===== src/rtl/fp16_pkg.sv =====
// Shared FP16 constants, flag bit positions and the magnitude-adder state type.
package fp16_pkg;

    localparam int          FP16_BIAS    = 15;
    localparam logic [4:0]  FP16_EXP_MAX = 5'(2 * FP16_BIAS + 1);
    localparam logic [15:0] FP16_QNAN    = 16'h7E00;

    localparam int FLAG_OPERR   = 4;
    localparam int FLAG_ZERO    = 3;
    localparam int FLAG_UF      = 2;
    localparam int FLAG_OF      = 1;
    localparam int FLAG_INEXACT = 0;

    typedef enum logic [2:0] {
        ST_IDLE,
        ST_ALIGN,
        ST_ADD,
        ST_NORM,
        ST_DONE
    } magadd_state_e;

endpackage


===== src/rtl/fp16_round_rne.sv =====
// Round-to-nearest-even on an 11-bit mantissa with guard/round/sticky.
// Shared by the FP16 add and subtract magnitude paths.
module fp16_round_rne
    import fp16_pkg::*;
(
    input  logic [10:0] mant_i,
    input  logic [5:0]  exp_i,
    input  logic        guard_i,
    input  logic        round_i,
    input  logic        sticky_i,
    output logic [10:0] mant_o,
    output logic [4:0]  exp_o,
    output logic        inexact_o,
    output logic        overflow_o
);

    logic        roundUp;
    logic [11:0] mantInc;
    logic [5:0]  expFull;

    // A carry out of the increment means the mantissa wrapped to 2.0; renormalize to 1.0.
    always_comb begin
        roundUp = guard_i & (round_i | sticky_i | mant_i[0]);
        mantInc = {1'b0, mant_i} + {11'd0, roundUp};
        if (mantInc[11]) begin
            mant_o  = mantInc[11:1];
            expFull = exp_i + 6'd1;
        end else begin
            mant_o  = mantInc[10:0];
            expFull = exp_i;
        end
        exp_o      = expFull[4:0];
        inexact_o  = guard_i | round_i | sticky_i;
        overflow_o = expFull >= {1'b0, FP16_EXP_MAX};
    end

endmodule


===== src/rtl/magnitude16_add_seq.sv =====
// Sequential FP16 magnitude adder: align, add, normalize, RNE round, valid/ready handshake.
// Define MAGADD_FAST_ALIGN_EN for single-cycle barrel alignment instead of one bit per cycle.
module magnitude16_add_seq
    import fp16_pkg::*;
#(
    parameter int ALIGN_LIMIT = 13
) (
    input  logic        CLK,
    input  logic        RST_N,
    input  logic        IN_VALID,
    output logic        IN_READY,
    input  logic        SIGN_A,
    input  logic        SIGN_B,
    input  logic [4:0]  IN_EXP_A_HALF,
    input  logic [4:0]  IN_EXP_B_HALF,
    input  logic [10:0] IN_MANT_A_HALF,
    input  logic [10:0] IN_MANT_B_HALF,
    output logic        OUT_VALID,
    input  logic        OUT_READY,
    output logic [15:0] Q,
    output logic [4:0]  FLAGS
);

    magadd_state_e state_q, state_d;

    logic [4:0]  expA_q, dist_q, dist_d, bigExp, inDist;
    logic [10:0] mantA_q, mantB_q, mantB_d, bigMant, smallMant;
    logic        guard_q, round_q, sticky_q, guard_d, round_d, sticky_d;
    logic [11:0] sum_q;
    logic        sign_q, operr_q, special_q;
    logic [15:0] specialRes_q, q_q, resQ;
    logic [4:0]  flags_q, resFlags;
    logic        anyNaN, anyInf, bigShift, alignDone;
    logic [10:0] normMant, rndMant;
    logic [5:0]  normExp;
    logic [4:0]  rndExp;
    logic        normG, normR, normS, rndInexact, rndOf;

    // Operand A always ends up holding the larger exponent.
    always_comb begin
        if (IN_EXP_B_HALF > IN_EXP_A_HALF) begin
            bigExp    = IN_EXP_B_HALF;
            bigMant   = IN_MANT_B_HALF;
            smallMant = IN_MANT_A_HALF;
            inDist    = IN_EXP_B_HALF - IN_EXP_A_HALF;
        end else begin
            bigExp    = IN_EXP_A_HALF;
            bigMant   = IN_MANT_A_HALF;
            smallMant = IN_MANT_B_HALF;
            inDist    = IN_EXP_A_HALF - IN_EXP_B_HALF;
        end
        anyInf = (IN_EXP_A_HALF == FP16_EXP_MAX) || (IN_EXP_B_HALF == FP16_EXP_MAX);
        anyNaN = ((IN_EXP_A_HALF == FP16_EXP_MAX) && (IN_MANT_A_HALF[9:0] != 10'd0)) ||
                 ((IN_EXP_B_HALF == FP16_EXP_MAX) && (IN_MANT_B_HALF[9:0] != 10'd0));
    end

    assign bigShift = int'(dist_q) > ALIGN_LIMIT;

`ifdef MAGADD_FAST_ALIGN_EN
    logic [41:0] alignExt;

    always_comb begin
        alignExt  = {mantB_q, 31'd0} >> dist_q;
        alignDone = 1'b1;
        dist_d    = 5'd0;
        if (bigShift) begin
            mantB_d  = 11'd0;
            guard_d  = 1'b0;
            round_d  = 1'b0;
            sticky_d = |mantB_q;
        end else begin
            mantB_d  = alignExt[41:31];
            guard_d  = alignExt[30];
            round_d  = alignExt[29];
            sticky_d = |alignExt[28:0];
        end
    end
`else
    always_comb begin
        alignDone = bigShift || (dist_q == 5'd1);
        if (bigShift) begin
            mantB_d  = 11'd0;
            guard_d  = 1'b0;
            round_d  = 1'b0;
            sticky_d = |mantB_q;
            dist_d   = 5'd0;
        end else begin
            mantB_d  = mantB_q >> 1;
            guard_d  = mantB_q[0];
            round_d  = guard_q;
            sticky_d = sticky_q | round_q;
            dist_d   = dist_q - 5'd1;
        end
    end
`endif

    always_ff @(posedge CLK or negedge RST_N) begin
        if (!RST_N) begin
            state_q <= ST_IDLE;
        end else begin
            state_q <= state_d;
        end
    end

    // Specials skip alignment but still occupy the ADD/NORM slots, giving them latency 2.
    always_comb begin
        state_d = state_q;
        unique case (state_q)
            ST_IDLE:  if (IN_VALID) state_d = (anyInf || inDist == 5'd0) ? ST_ADD : ST_ALIGN;
            ST_ALIGN: if (alignDone) state_d = ST_ADD;
            ST_ADD:   state_d = ST_NORM;
            ST_NORM:  state_d = ST_DONE;
            ST_DONE:  if (OUT_READY) state_d = ST_IDLE;
            default:  state_d = ST_IDLE;
        endcase
    end

    always_comb begin
        IN_READY  = (state_q == ST_IDLE);
        OUT_VALID = (state_q == ST_DONE);
        Q         = q_q;
        FLAGS     = flags_q;
    end

    always_ff @(posedge CLK or negedge RST_N) begin
        if (!RST_N) begin
            expA_q       <= 5'd0;
            mantA_q      <= 11'd0;
            mantB_q      <= 11'd0;
            dist_q       <= 5'd0;
            guard_q      <= 1'b0;
            round_q      <= 1'b0;
            sticky_q     <= 1'b0;
            sum_q        <= 12'd0;
            sign_q       <= 1'b0;
            operr_q      <= 1'b0;
            special_q    <= 1'b0;
            specialRes_q <= 16'd0;
            q_q          <= 16'd0;
            flags_q      <= 5'd0;
        end else begin
            unique case (state_q)
                ST_IDLE: begin
                    if (IN_VALID) begin
                        expA_q       <= bigExp;
                        mantA_q      <= bigMant;
                        mantB_q      <= smallMant;
                        dist_q       <= inDist;
                        guard_q      <= 1'b0;
                        round_q      <= 1'b0;
                        sticky_q     <= 1'b0;
                        sign_q       <= SIGN_A;
                        operr_q      <= SIGN_A ^ SIGN_B;
                        special_q    <= anyInf;
                        specialRes_q <= anyNaN ? FP16_QNAN : {SIGN_A, FP16_EXP_MAX, 10'd0};
                    end
                end
                ST_ALIGN: begin
                    mantB_q  <= mantB_d;
                    guard_q  <= guard_d;
                    round_q  <= round_d;
                    sticky_q <= sticky_d;
                    dist_q   <= dist_d;
                end
                ST_ADD:  sum_q <= {1'b0, mantA_q} + {1'b0, mantB_q};
                ST_NORM: begin
                    q_q     <= resQ;
                    flags_q <= resFlags;
                end
                default: ;
            endcase
        end
    end

    // A carry out of the sum moves the rounding point up one bit.
    always_comb begin
        if (sum_q[11]) begin
            normMant = sum_q[11:1];
            normExp  = {1'b0, expA_q} + 6'd1;
            normG    = sum_q[0];
            normR    = 1'b0;
            normS    = guard_q | round_q | sticky_q;
        end else begin
            normMant = sum_q[10:0];
            normExp  = {1'b0, expA_q};
            normG    = guard_q;
            normR    = round_q;
            normS    = sticky_q;
        end
    end

    fp16_round_rne u_round (
        .mant_i     (normMant),
        .exp_i      (normExp),
        .guard_i    (normG),
        .round_i    (normR),
        .sticky_i   (normS),
        .mant_o     (rndMant),
        .exp_o      (rndExp),
        .inexact_o  (rndInexact),
        .overflow_o (rndOf)
    );

    // A result without the hidden bit is subnormal and encodes exponent field 0.
    always_comb begin
        resFlags = 5'd0;
        if (special_q) begin
            resQ = specialRes_q;
        end else if (rndOf) begin
            resQ                   = {sign_q, FP16_EXP_MAX, 10'd0};
            resFlags[FLAG_OF]      = 1'b1;
            resFlags[FLAG_INEXACT] = 1'b1;
            resFlags[FLAG_OPERR]   = operr_q;
        end else begin
            resQ                   = {sign_q, rndMant[10] ? rndExp : 5'd0, rndMant[9:0]};
            resFlags[FLAG_ZERO]    = (rndMant == 11'd0);
            resFlags[FLAG_INEXACT] = rndInexact;
            resFlags[FLAG_OPERR]   = operr_q;
        end
        resFlags[FLAG_UF] = 1'b0;
    end

endmodule


===== config.mk =====
export PLATFORM = sky130hd
export DESIGN_NAME = magnitude16_add_seq
export DESIGN_NICKNAME = d
export VERILOG_FILES = /design/src/rtl/fp16_pkg.sv /design/src/rtl/fp16_round_rne.sv /design/src/rtl/magnitude16_add_seq.sv
export SDC_FILE = /design/constraint.sdc
export NUM_CORES = 1
export LEC_CHECK = 0
export CORE_MARGIN = 1
export CORE_UTILIZATION = 57
export CTS_CLUSTER_DIAMETER = 80
export DETAILED_ROUTE_END_ITERATION = 6
export HOLD_SLACK_MARGIN = 0.15
export PLACE_DENSITY = 0.92
export SYNTH_ARGS = -nofsm -noshare
export SYNTH_HDL_FRONTEND = slang
export SYNTH_SLANG_ARGS = --single-unit

===== constraint.sdc =====
create_clock -name CLK -period 3.9 [get_ports CLK]
set_input_delay 0.975 -clock CLK [delete_from_list [all_inputs] [get_ports CLK]]
set_output_delay 0.975 -clock CLK [all_outputs]
set_load 0.05 [all_outputs]

==> results.json <==
{
  "portBuffers": 59,
  "grt_pass1_wl_mm": 20.7,
  "wire_per_inst_um": 16.0,
  "vias": 4555,
  "muxShareOfSynthArea_pct": 6.67,
  "fmax_mhz": 281,
  "drtAntennaViolNets": 0,
  "syn-num-nets": 657,
  "seqPwrFrac_pct": 33.2,
  "synth_top_area_share_pct": 37.0,
  "p_switching_mw": 2.13,
  "grt_max_degree": 62,
  "power.density_nw_per_um2": 755,
  "p_int_mw": 2.41,
  "synth_top_family_by_area": "compound AO/OA/AOI/OAI gates",
  "crit_path_start_kind": "primary input",
  "synthAdderAreaFrac_pct": 7.25,
  "mostFrequentLayoutCells": "dfrtp_1 (76), nand2_1 (75), o21ai_0 (59), clkdlybuf4s50_1 (58), nor2_1 (46)",
  "p_comb_share_pct": 53.4,
  "max_slew.worst_pin.slew_ps": 697,
  "final_layout_size_suffix_gt1_share_pct": 6.81,
  "drc_errors": 0,
  "yosysUniqueCellTypes": 66,
  "crit_arrival_ps": 3790,
  "worst_hold_slack_ps": 490,
  "first_pass_iters": 7,
  "synth_compound_area_share_pct": 20.6,
  "drtIter0Drc": 277,
  "leakage_nw": 2.61,
  "timing.max_cap.violations": 0,
  "peakVddDrop_mv": 0.366,
  "grtUsageTotal_pct": 26.6,
  "dp_hpwl_mm": 9.21,
  "avgSynthCellArea_um2": 8.70,
  "yosysWarnings": 0,
  "synth-simple-area-share_pct": 18.5,
  "grt_pass1_vias": 4458,
  "dp_cells": 738,
  "fp.dieH_um": 97.0,
  "antenna_found_initial": 0,
  "fillers": 664,
  "via_per_inst": 6.04,
  "syn_area_um2": 5140,
  "met1_usage_pct": 34.6,
  "ioPinCount": 61,
  "cts_tree": "yes",
  "period_needed_ps": 3560,
  "path_class": "in -> reg",
  "drt-total-wl_mm": 12.0,
  "finClkSkew_ps": 5.53,
  "cp.required_ps": 4130,
  "outcome": "finished, final reports clean",
  "path_max_fanout": 6,
  "cts_setup_buffers": 0,
  "initial_core_util_pct": 59.0,
  "grt_overflow": 0,
  "synth_cells": 591,
  "relSlewSlack_pct": 53.1,
  "clock-sinks": 76,
  "met2_usage_pct": 44.9,
  "pwr-share-clk_pct": 13.4,
  "ys_ff_latch": 76,
  "cts_hold_buf": 0,
  "final_common_cell": "dfrtp_1",
  "area_growth_pct": 16.8,
  "rrSetupSlack_ps": 720,
  "synth_xor_area_share_pct": 4.60,
  "use_met3_pct": 4.19,
  "hp-class": "reg -> reg",
  "synth_top_area_cell": "dfrtp_1",
  "place_congestion": 0.898,
  "tns_ps": 0,
  "clock_path_buffers": 2,
  "grt_setup_unrepaired": "no",
  "nets": 707,
  "ys.flop_type": "dfrtp_1",
  "swShare_pct": 46.9,
  "die_area_um2": 9400,
  "clk_latency_ps": 350,
  "num_antenna_cells": 0,
  "cts_buffers": 9,
  "floorplan.rows": 34,
  "die_x_um": 97.0,
  "cts.clk_slew.worst_paths_ps": 80,
  "cts-htree-levels": 3,
  "finalPower_mw": 4.54,
  "setup_violations": 0,
  "ys_seq_area_share_pct": 37.0,
  "cts_resized": 0,
  "root_buffer": "clkbuf_8",
  "ys_async_sr_fraction_pct": 100,
  "finalHoldViolations": 0,
  "synth_area_leaders": "dfrtp_1 (37%), mux2i_1 (6.2%), ha_1 (6.1%), o21ai_0 (5.7%), nand2_1 (5.5%)",
  "post_layout_nonfiller_instances": 754,
  "core_area_um2": 8720,
  "top_usage_layer": "met2",
  "slew_violations": 0,
  "endpoint_kind": "flop",
  "finalCritPeriodShare_pct": 91.3,
  "synth-edff-count": 0
}
[worst max-delay path, cell delays in order]
cell             delay, ps
clkdlybuf4s50_1        510
inv_1                   80
ha_1                   390
and4_1                 260
a21oi_1                200
o31a_2                 210
mux2i_1                280
a311oi_1               150
xor2_1                 180
a41o_1                 210
a311o_1                350
[synthesized netlist by cell type (7+ instances only)]
cell type / instances
ha_1: 25
o31ai_1: 8
nor2_1: 46
o21ai_0: 59
clkbuf_1: 26
nor4_1: 7
and2_1: 7
a21oi_1: 39
inv_1: 30
nand2_1: 75
xor2_1: 11
dfrtp_1: 76
mux2i_1: 32
xnor2_1: 16
nand3_1: 8
nor3_1: 10
nand4_1: 7
a22o_1: 7
nor2b_1: 8
[area by class of cell]
| class | instances | area, µm² | area share (%) |
|---|---|---|---|
| Multi-Input combinational cell | 452 | 2970 | 49.5 |
| Clock buffer | 10 | 138 | 2.29 |
| Tap cell | 108 | 135 | 2.25 |
| Clock inverter | 6 | 63.8 | 1.06 |
| Timing Repair Buffer | 72 | 683 | 11.4 |
| Sequential cell | 76 | 1900 | 31.7 |
| Inverter | 30 | 113 | 1.88 |
[registers in the layout, indices dropped and copies added (netlist names), 3 cells and up]
name / count
Q: 16
FLAGS: 4
expA_q: 5
dist_q: 5
state_q: 3
mantA_q: 11
mantB_q: 11
sum_q: 12
specialRes_q: 3
[per-stage QoR]
step | setup slack (ps) | util [%] | cell area, µm²
2_1_floorplan | 449 | - | 5140
3_3_place_gp | 122 | 66.5 | 5800
3_5_place_dp | 1.96 | 66.5 | 5800
4_1_cts | 369 | 68.9 | 6000
5_1_grt | 174 | 68.9 | 6000
6_report | 338 | 68.9 | 6000
[routing by layer]
layer | share of wire, % | wire length (µm) | vias to the layer above
met5 | 0 | 0 | -
met4 | 2.2 | 269 | 0
met3 | 5.4 | 653 | 31
met2 | 49 | 5950 | 171
met1 | 43 | 5170 | 2151
li1 | - | - | 2202
[logic make-up after synthesis]
logic type / count (synthesis)
compound gates: 165
xor+xnor: 27
fa+ha+maj: 28
buf+inv: 63
flops: 76
mux: 34
other cells: 1
simple gates: 197
[worst paths after layout]
kind                                  start         end  depth (start not counted)
setup / recovery           IN_EXP_A_HALF[2]  state_q[1]                         11
hold / removal                     FLAGS[4]    FLAGS[4]                          2
setup reg to reg                  sum_q[11]       Q[13]                         10
hold reg to reg                    FLAGS[4]    FLAGS[4]                          2
max in group asynchronous             RST_N   dist_q[2]                          2
min in group asynchronous             RST_N    FLAGS[4]                          1
[power by group through the flow]
| stage | Clock (mW) | Combinational [mW] | Sequential, mW |
|---|---|---|---|
| finish | 0.608 | 2.42 | 1.50 |
| global route | 0.648 | 2.67 | 1.56 |
| CTS | 0.612 | 2.41 | 1.50 |
| detailed placement | 0 | 2.39 | 1.51 |
| global placement | 0 | 2.29 | 1.48 |
| floorplan | 0 | 1.63 | 1.62 |
Note: power is estimated with default switching activity, not from simulation.
